--- config.mk ---
export PLATFORM = sky130hd
export DESIGN_NAME = pipe_ctrl_unit_flat
export DESIGN_NICKNAME = d
export VERILOG_FILES = /design/src/rtl/pipe_ctrl_unit_if.sv /design/src/rtl/pipe_ctrl_unit.sv /design/src/flat_wrapper.sv
export SDC_FILE = /design/constraint.sdc
export NUM_CORES = 1
export LEC_CHECK = 0
export ABC_CLOCK_PERIOD_IN_PS = 1800
export CORE_MARGIN = 4
export CORE_UTILIZATION = 34
export DETAILED_ROUTE_END_ITERATION = 8
export GPL_TIMING_DRIVEN = 0
export MAX_ROUTING_LAYER = met4
export PLACE_DENSITY = 0.72
export SLEW_MARGIN = 25
export SYNTH_ARGS = -nofsm -noshare
export SYNTH_HDL_FRONTEND = slang
export SYNTH_SLANG_ARGS = --single-unit
--- constraint.sdc ---
create_clock -name clk -period 1.8 [get_ports clk]
set_clock_uncertainty 0.1 [all_clocks]
set_input_delay 0.54 -clock clk [delete_from_list [all_inputs] [get_ports clk]]
set_output_delay 0.54 -clock clk [all_outputs]
set_load 0.05 [all_outputs]
--- src/rtl/pipe_ctrl_unit_if.sv ---
// Control-unit bus for pipe_ctrl_unit: ID-stage inputs from the fetch/hazard
// side, per-stage control taps back to the datapath.
// master = datapath/hazard side, slave = pipe_ctrl_unit.
interface pipe_ctrl_unit_if #(
    parameter int CNT_W = 32
);
    logic             in_valid;
    logic [6:0]       opcode;
    logic             halt_cond;
    logic             stall;
    logic             flush;

    logic             ex_valid;
    logic             ex_alu_src;
    logic             ex_branch;
    logic             ex_is_jal;
    logic             ex_is_jalr;
    logic             mem_read;
    logic             mem_write;
    logic             wb_write_enable;
    logic             wb_mem_to_reg;
    logic             wb_pc_to_reg;
    logic             illegal_inst;
    logic             is_halted;
    logic [CNT_W-1:0] retire_count;

    modport master (
        output in_valid, opcode, halt_cond, stall, flush,
        input  ex_valid, ex_alu_src, ex_branch, ex_is_jal, ex_is_jalr,
               mem_read, mem_write, wb_write_enable, wb_mem_to_reg,
               wb_pc_to_reg, illegal_inst, is_halted, retire_count
    );

    modport slave (
        input  in_valid, opcode, halt_cond, stall, flush,
        output ex_valid, ex_alu_src, ex_branch, ex_is_jal, ex_is_jalr,
               mem_read, mem_write, wb_write_enable, wb_mem_to_reg,
               wb_pc_to_reg, illegal_inst, is_halted, retire_count
    );
endinterface

--- src/rtl/pipe_ctrl_unit.sv ---
// Pipelined RV32I control unit: decodes the opcode in ID and carries the
// control bundle through ID/EX, MEM_STAGES EX/MEM stages and MEM/WB.
// Handles stall/flush bubbles, illegal opcodes and ECALL halt at writeback.
// Optional feature macro: RETIRE_COUNT_EN (retired-instruction counter).
module pipe_ctrl_unit #(
    parameter int MEM_STAGES = 1,
    parameter int CNT_W      = 32
) (
    input  logic              clk,
    input  logic              reset,
    pipe_ctrl_unit_if.slave   bus
);
    localparam logic [6:0] OP_ARITH     = 7'b0110011;
    localparam logic [6:0] OP_ARITH_IMM = 7'b0010011;
    localparam logic [6:0] OP_LOAD      = 7'b0000011;
    localparam logic [6:0] OP_STORE     = 7'b0100011;
    localparam logic [6:0] OP_BRANCH    = 7'b1100011;
    localparam logic [6:0] OP_JAL       = 7'b1101111;
    localparam logic [6:0] OP_JALR      = 7'b1100111;
    localparam logic [6:0] OP_LUI       = 7'b0110111;
    localparam logic [6:0] OP_AUIPC     = 7'b0010111;
    localparam logic [6:0] OP_SYSTEM    = 7'b1110011;

    // Full bundle held in ID/EX.
    typedef struct packed {
        logic valid;
        logic alu_src;
        logic branch;
        logic is_jal;
        logic is_jalr;
        logic mem_read;
        logic mem_write;
        logic write_enable;
        logic mem_to_reg;
        logic pc_to_reg;
        logic halt;
    } ex_ctrl_t;

    // EX-only fields dropped after EX.
    typedef struct packed {
        logic valid;
        logic mem_read;
        logic mem_write;
        logic write_enable;
        logic mem_to_reg;
        logic pc_to_reg;
        logic halt;
    } mem_ctrl_t;

    // Memory-access fields dropped after the last MEM stage.
    typedef struct packed {
        logic valid;
        logic write_enable;
        logic mem_to_reg;
        logic pc_to_reg;
        logic halt;
    } wb_ctrl_t;

    // Halt sequencing: DRAIN once a halting ECALL has entered the pipe,
    // HALTED once it has retired. Bit 1 of the encoding is the halted flag.
    typedef enum logic [1:0] {
        ST_RUN    = 2'b00,
        ST_DRAIN  = 2'b01,
        ST_HALTED = 2'b10
    } halt_state_t;

    // Opcode decode; unknown opcodes yield an all-zero, invalid bundle.
    function automatic ex_ctrl_t decode_op(input logic [6:0] op, input logic hc);
        ex_ctrl_t c;
        c = '0;
        case (op)
            OP_ARITH: begin
                c.valid = 1'b1; c.write_enable = 1'b1;
            end
            OP_ARITH_IMM, OP_LUI, OP_AUIPC: begin
                c.valid = 1'b1; c.alu_src = 1'b1; c.write_enable = 1'b1;
            end
            OP_LOAD: begin
                c.valid = 1'b1; c.alu_src = 1'b1; c.write_enable = 1'b1;
                c.mem_read = 1'b1; c.mem_to_reg = 1'b1;
            end
            OP_STORE: begin
                c.valid = 1'b1; c.alu_src = 1'b1; c.mem_write = 1'b1;
            end
            OP_BRANCH: begin
                c.valid = 1'b1; c.branch = 1'b1;
            end
            OP_JAL: begin
                c.valid = 1'b1; c.alu_src = 1'b1; c.write_enable = 1'b1;
                c.pc_to_reg = 1'b1; c.is_jal = 1'b1;
            end
            OP_JALR: begin
                c.valid = 1'b1; c.alu_src = 1'b1; c.write_enable = 1'b1;
                c.pc_to_reg = 1'b1; c.is_jalr = 1'b1;
            end
            OP_SYSTEM: begin
                c.valid = 1'b1; c.halt = hc;
            end
            default: c = '0;
        endcase
        return c;
    endfunction

    ex_ctrl_t    dec_s;
    ex_ctrl_t    ex_d, ex_q;
    mem_ctrl_t   mem_in_s;
    mem_ctrl_t   mem_q [MEM_STAGES];
    wb_ctrl_t    wb_d, wb_q;
    halt_state_t state_d, state_q;
    logic        id_load_s;

    // ID decode and ID/EX next value: bubble unless a valid, unstalled,
    // unflushed instruction arrives while the core is still running.
    always_comb begin
        dec_s     = decode_op(bus.opcode, bus.halt_cond);
        id_load_s = bus.in_valid & ~bus.stall & ~bus.flush & (state_q == ST_RUN);
        if (id_load_s) begin
            ex_d = dec_s;
        end else begin
            ex_d = '0;
        end
    end

    // Narrow the bundle at the EX->MEM and MEM->WB boundaries.
    always_comb begin
        mem_in_s.valid        = ex_q.valid;
        mem_in_s.mem_read     = ex_q.mem_read;
        mem_in_s.mem_write    = ex_q.mem_write;
        mem_in_s.write_enable = ex_q.write_enable;
        mem_in_s.mem_to_reg   = ex_q.mem_to_reg;
        mem_in_s.pc_to_reg    = ex_q.pc_to_reg;
        mem_in_s.halt         = ex_q.halt;
        wb_d.valid            = mem_q[MEM_STAGES-1].valid;
        wb_d.write_enable     = mem_q[MEM_STAGES-1].write_enable;
        wb_d.mem_to_reg       = mem_q[MEM_STAGES-1].mem_to_reg;
        wb_d.pc_to_reg        = mem_q[MEM_STAGES-1].pc_to_reg;
        wb_d.halt             = mem_q[MEM_STAGES-1].halt;
    end

    // Pipeline registers; downstream of ID/EX everything always advances.
    always_ff @(posedge clk or negedge reset) begin
        if (!reset) begin
            ex_q <= '0;
            for (int i = 0; i < MEM_STAGES; i++) begin
                mem_q[i] <= '0;
            end
            wb_q <= '0;
        end else begin
            ex_q     <= ex_d;
            mem_q[0] <= mem_in_s;
            for (int i = 1; i < MEM_STAGES; i++) begin
                mem_q[i] <= mem_q[i-1];
            end
            wb_q <= wb_d;
        end
    end

    // Halt FSM next state.
    always_comb begin
        state_d = state_q;
        case (state_q)
            ST_RUN: begin
                if (ex_d.valid && ex_d.halt) begin
                    state_d = ST_DRAIN;
                end else begin
                    state_d = ST_RUN;
                end
            end
            ST_DRAIN: begin
                if (wb_q.valid && wb_q.halt) begin
                    state_d = ST_HALTED;
                end else begin
                    state_d = ST_DRAIN;
                end
            end
            ST_HALTED: state_d = ST_HALTED;
            default:   state_d = ST_HALTED;
        endcase
    end

    // Halt FSM state register.
    always_ff @(posedge clk or negedge reset) begin
        if (!reset) begin
            state_q <= ST_RUN;
        end else begin
            state_q <= state_d;
        end
    end

`ifdef RETIRE_COUNT_EN
    logic [CNT_W-1:0] cnt_d, cnt_q;

    // Count bundles retiring in WB until the core is halted; wraps naturally.
    always_comb begin
        if (wb_q.valid && (state_q != ST_HALTED)) begin
            cnt_d = cnt_q + {{(CNT_W-1){1'b0}}, 1'b1};
        end else begin
            cnt_d = cnt_q;
        end
    end

    // Retire counter register.
    always_ff @(posedge clk or negedge reset) begin
        if (!reset) begin
            cnt_q <= {CNT_W{1'b0}};
        end else begin
            cnt_q <= cnt_d;
        end
    end

    assign bus.retire_count = cnt_q;
`else
    assign bus.retire_count = {CNT_W{1'b0}};
`endif

    assign bus.ex_valid        = ex_q.valid;
    assign bus.ex_alu_src      = ex_q.alu_src;
    assign bus.ex_branch       = ex_q.branch;
    assign bus.ex_is_jal       = ex_q.is_jal;
    assign bus.ex_is_jalr      = ex_q.is_jalr;
    assign bus.mem_read        = mem_q[MEM_STAGES-1].mem_read;
    assign bus.mem_write       = mem_q[MEM_STAGES-1].mem_write;
    assign bus.wb_write_enable = wb_q.write_enable;
    assign bus.wb_mem_to_reg   = wb_q.mem_to_reg;
    assign bus.wb_pc_to_reg    = wb_q.pc_to_reg;
    assign bus.is_halted       = state_q[1];
    // Combinational by design: flags the opcode currently in ID.
    assign bus.illegal_inst    = bus.in_valid & ~dec_s.valid;
endmodule
--- src/flat_wrapper.sv ---
// flat-port wrapper written by rule: the top's interface ports become plain ports
module pipe_ctrl_unit_flat 
#(
    parameter int MEM_STAGES = 1,
    parameter int CNT_W      = 32
)
  (clk, reset, bus_in_valid, bus_opcode, bus_halt_cond, bus_stall, bus_flush, bus_ex_valid, bus_ex_alu_src, bus_ex_branch, bus_ex_is_jal, bus_ex_is_jalr, bus_mem_read, bus_mem_write, bus_wb_write_enable, bus_wb_mem_to_reg, bus_wb_pc_to_reg, bus_illegal_inst, bus_is_halted, bus_retire_count);
  pipe_ctrl_unit_if #(.CNT_W(CNT_W)) bus_i ();
  input  logic clk;
  input  logic reset;
  input wire logic [$bits(bus_i.in_valid)-1:0] bus_in_valid;
  input wire logic [$bits(bus_i.opcode)-1:0] bus_opcode;
  input wire logic [$bits(bus_i.halt_cond)-1:0] bus_halt_cond;
  input wire logic [$bits(bus_i.stall)-1:0] bus_stall;
  input wire logic [$bits(bus_i.flush)-1:0] bus_flush;
  output wire logic [$bits(bus_i.ex_valid)-1:0] bus_ex_valid;
  output wire logic [$bits(bus_i.ex_alu_src)-1:0] bus_ex_alu_src;
  output wire logic [$bits(bus_i.ex_branch)-1:0] bus_ex_branch;
  output wire logic [$bits(bus_i.ex_is_jal)-1:0] bus_ex_is_jal;
  output wire logic [$bits(bus_i.ex_is_jalr)-1:0] bus_ex_is_jalr;
  output wire logic [$bits(bus_i.mem_read)-1:0] bus_mem_read;
  output wire logic [$bits(bus_i.mem_write)-1:0] bus_mem_write;
  output wire logic [$bits(bus_i.wb_write_enable)-1:0] bus_wb_write_enable;
  output wire logic [$bits(bus_i.wb_mem_to_reg)-1:0] bus_wb_mem_to_reg;
  output wire logic [$bits(bus_i.wb_pc_to_reg)-1:0] bus_wb_pc_to_reg;
  output wire logic [$bits(bus_i.illegal_inst)-1:0] bus_illegal_inst;
  output wire logic [$bits(bus_i.is_halted)-1:0] bus_is_halted;
  output wire logic [$bits(bus_i.retire_count)-1:0] bus_retire_count;
  assign bus_i.in_valid = bus_in_valid;
  assign bus_i.opcode = bus_opcode;
  assign bus_i.halt_cond = bus_halt_cond;
  assign bus_i.stall = bus_stall;
  assign bus_i.flush = bus_flush;
  assign bus_ex_valid = bus_i.ex_valid;
  assign bus_ex_alu_src = bus_i.ex_alu_src;
  assign bus_ex_branch = bus_i.ex_branch;
  assign bus_ex_is_jal = bus_i.ex_is_jal;
  assign bus_ex_is_jalr = bus_i.ex_is_jalr;
  assign bus_mem_read = bus_i.mem_read;
  assign bus_mem_write = bus_i.mem_write;
  assign bus_wb_write_enable = bus_i.wb_write_enable;
  assign bus_wb_mem_to_reg = bus_i.wb_mem_to_reg;
  assign bus_wb_pc_to_reg = bus_i.wb_pc_to_reg;
  assign bus_illegal_inst = bus_i.illegal_inst;
  assign bus_is_halted = bus_i.is_halted;
  assign bus_retire_count = bus_i.retire_count;
  pipe_ctrl_unit #(.MEM_STAGES(MEM_STAGES), .CNT_W(CNT_W)) u_core (.clk(clk), .reset(reset), .bus(bus_i));
endmodule
Yosys cells after proc, flatten, opt, wreduce, memory -nomap -nowiden
Cells that the tools add are included.

storage, ports and cells
  input bits = 13
  word-level logic and storage cells = 63
  register bits after elaboration = 25

operators by class
  muxes and demuxes = 14
  bitwise operators = 7
  equality and inequality tests = 11
  reduce and logical (&&, ||, !) cells = 7

operators by type and width
  cell                                                 count
  equality test 7 bit, second input constant           4
  equality test 7 x 6 -> 1 bit, second input constant  3
  equality test 7 x 5 -> 1 bit, second input constant  2
  OR reduction 7 bit                                   2
  two-way mux 1 bit                                    11
  two-way mux 11 bit                                   1
  OR reduction 10 bit                                  1
  equality test 7 x 2 -> 1 bit, second input constant  1
  AND 1 bit                                            4
  case mux 2 bit (2 select lines)                      1
  NOT 1 bit                                            3
  equality test 2 x 1 -> 1 bit, second input constant  1
  logical AND 1 bit                                    2
  zero test 2 bit                                      1
  two-way mux 2 bit                                    1
  OR reduction 2 bit                                   1

Logic depth before layout (Yosys ltp)
  depth after elaboration = 8
  depth in mapped cells = 4

Worst setup path after synthesis
OpenSTA, ideal clock, no wires.

  kind = input to output
  from = input port bus_opcode[4]
  to = output port bus_illegal_inst
  arrival time = 1.450 ns
  slack = -0.290 ns
  required time = 1.160 ns
  stages on the path = 4
  path buffers = 1
  path through = nand4b_1 or2_2 clkbuf_1 and3_1

between the ends
  cells in the longest elaborated chain, start to end = 5
  elaborated cells between the ends (all ways) = 14
  those cells by class = eq/ne: 10; mux: 1; bitwise: 2; reduce/logical: 1

ends and longest elaborated chain
  what                                                  line                   source
  start: declaration                                    flat_wrapper.sv:12     input wire logic [$bits(bus_i.opcode)-1:0] bus_opcode;
  equality test 7 x 6 -> 1 bit (tied with other cells)  pipe_ctrl_unit.sv:71   case (op)
  OR reduction 10 bit (no source line) (*)              -
  two-way mux 1 bit (*)                                 pipe_ctrl_unit.sv:71
  NOT 1 bit (*)                                         pipe_ctrl_unit.sv:228  assign bus.illegal_inst = bus.in_valid & ~dec_s.valid;
  AND 1 bit (*)                                         pipe_ctrl_unit.sv:228
  end: declaration                                      flat_wrapper.sv:26     output wire logic [$bits(bus_i.illegal_inst)-1:0] bus_illegal_inst;

Every way passes the cells marked *; elsewhere a longest branch is shown, timed or not.

Final worst setup path
  from = input port bus_opcode[2]
  to = output port bus_illegal_inst

The elaborated chain is that of the path after synthesis.

==> qor.yml <==
status: "complete, but fails checks"
violations: "setup timing"
dp_hpwl_microns: 1524
cts_buffer_depth: 2
grt_use_total: 0.09935
cap_violations: 0
final_cell_count_no_fill: 186
arrival_ns: 1.49
fin_ws_ns: -0.3341
row_count: 19
ys_top_cells_by_area: "dfrtp_1 (55%), buf_4 (23%), nand3b_1 (2.1%)"
ys_seq_area_frac: 0.5483
ios: 57
clk_pin_slew_ns: 0.11
drt_iter0_drc: 12
finalSetupViolCount: 1
clk-insertion-delay-late_ns: 0.30
regMostFlops: "u_core.ex_q"
path_cells: "buf_8 > nor2b_1 > a2111o_1 > and3_4 > buf_8"
grt_max_degree: 24
fp.dieH_microns: 63.57
port-buffer-count: 24
highest_layer: "met4"
multi_input_area_sq_um: 362.8
firstDrtPassIters: 4
fillers: 243
overflow: 0
cts_buffers: 3
cts_tree: "done"
leakage_nw: 0.8123
cpMostUsedCell: "buf_8"
synthCells: 92
cp_top_family: "compound AO/OA/AOI/OAI gates"
grt_pass1_wl_microns: 3132
cts_sinks: 23
synth.cell_area_sq_um: 1050
initial_core_util: 0.3680
cpMaxStageDelayCell: "a2111o_1"
post-route-period-util: 1.186
fin_area_sq_um: 1480
ff_latch_area_sq_um: 576.8
viasPerCell: 4.075
synth_cell_types: 26
wl_per_cell_microns: 10.39
gp_congestion: 0.7132
place_area_sq_um: 1451
num_vias: 758
setup.worst_path.start_class: "input port"
drv_slew: 0
ir_drop_mv: 0.2339
timing.fmax_mhz: 468.6
grt_pass1_vias: 764
ant_nets: 0
cts-root-buf: "clkbuf_4"
yosys.cell_count.top_type: "buf_4"
critPathMaxStageDelay_ns: 0.41
hp-class: "in -> async"
yosysTopAreaCellShare: 0.5483
die_x_microns: 63.57
fin_crit_ns: 2.134
dieArea_sq_um: 4041
cp.buffers_inverters: 2
rsz0062_at_grt: "true"
netlist_top_cells_count: "buf_4 (32), dfrtp_1 (23), nor2_1 (5)"
drt_wl_total_microns: 1933
required_ns: 1.16
largest_reg_flops: 5
antenna_cells: 0
reg_top3: "u_core.ex_q x5, u_core.mem_q x4"
wl_met3_microns: 214
drive_gt1_frac: 0.4452
synth-async-reset-ratio: 1.000
p_per_area_nw_per_um2: 682.0
wirelength_met1_microns: 714
synth_top_area_cell: "dfrtp_1"
avgSynthCellArea_sq_um: 11.41
crit_path_max_fanout: 4
fin_nets: 169
crit_path_end_kind: "primary output"
synth_edf_count: 0
antenna_found_initial: 0
h-tree-depth: 1
final_util: 0.5189
path_class: "in -> out"
syn_to_final_growth_pct: 41.00
dr_wl_met2_microns: 976
drc_errors: 0
hold_viol: 0
ys.flop_type: "dfrtp_1"
dp_cells: 178
yosysWarningCount: 0
core_region_area_sq_um: 2853
yosys_register_bits: 23
[metrics by stage]
stage	hold WS [ns]	TNS, ns	worst slack, ns	power, W
6_report	0.07660	-0.3341	-0.3341	0.001009
4_1_cts	0.2628	-0.4494	-0.3481	0.001017
3_3_place_gp	0.2323	-7.081	-1.415	0.0007918
2_1_floorplan	0.1444	-1.030	-0.1787	0.0007454
3_5_place_dp	0.2362	-8.083	-1.465	0.0007938
5_1_grt	0.09842	-0.4113	-0.3768	0.001061
[cells in the final DEF, fill, tap and decap left out, types with 3 or more instances in the layout]
| cell | synthesis | routed |
|---|---|---|
| dlygate4sd2_1 | 0 | 3 |
| clkbuf_2 | 0 | 8 |
| clkbuf_4 | 0 | 3 |
| nor2_1 | 5 | 4 |
| buf_2 | 1 | 4 |
| nand3b_1 | 3 | 3 |
| conb_1 | 1 | 32 |
| buf_4 | 32 | 39 |
| a21oi_1 | 3 | 3 |
| dfrtp_1 | 23 | 22 |
[cells by family (layout without fill, tap and decap cells)]
logic type,count (synthesis),after routing,synth area share
buffers and inverters,35,67,0.2408
DFF,23,23,0.5483
other,1,32,0.003572
AOI/OAI and AO/OA,7,7,0.04290
and+or+nand+nor,26,26,0.1645
[worst reg2reg max path, delay by kind of cell, from the launching register on]
kind             cells  cell delay (ns)
AND/OR/NAND/NOR      3             1.19
flip-flops           1             0.42
[power by group]
part / total (W) / internal [W] / switching (W)
Sequential: 0.000516 / 0.000516 / 0.00000000839
Clock: 0.000218 / 0.0000864 / 0.000132
Combinational: 0.000275 / 0.0000828 / 0.000192
Total: 0.00101 / 0.000686 / 0.000324
[metal layers]
metal / vias up / global-route usage
met5: - / -
met2: 48 / 0.1773
met4: 0 / 0.03774
li1: 364 / -
met3: 6 / 0.02487
met1: 340 / 0.1049
[layout make-up]
cell class	count	share of cell area
Buffer	32	0.1623
Multi-Input combinational cell	65	0.2451
Sequential cell	23	0.3897
Inverter	1	0.002536
Clock buffer	4	0.01775
Timing Repair Buffer	30	0.1564
Tap cell	31	0.02620
[path summary, 6_finish.rpt]
check | startpoint | endpoint | slack [ns] | depth (start not counted)
min in group clk | u_core.ex_q[4] | u_core.bus.mem_write | 0.26 | 0
max reg2reg | u_core.state_q[1] | u_core.bus.ex_branch | 0.01 | 3
max in group asynchronous | reset | u_core.state_q[1] | 1.18 | 1
max | bus_opcode[2] | bus_illegal_inst | -0.33 | 5
min | reset | u_core.mem_q[3] | 0.08 | 1
min reg2reg | u_core.ex_q[4] | u_core.bus.mem_write | 0.26 | 0
[timing repair]
item / in CTS / in global routing
pin swaps: 7 / 1
gates resized for setup: 64 / 13
endpoints found under the hold margin: 0 / 0
buffers inserted: 6 / 0
endpoints found under the setup margin: 22 / 16
hold buffers: 0 / 0
Power figures use the tool's default switching activity.
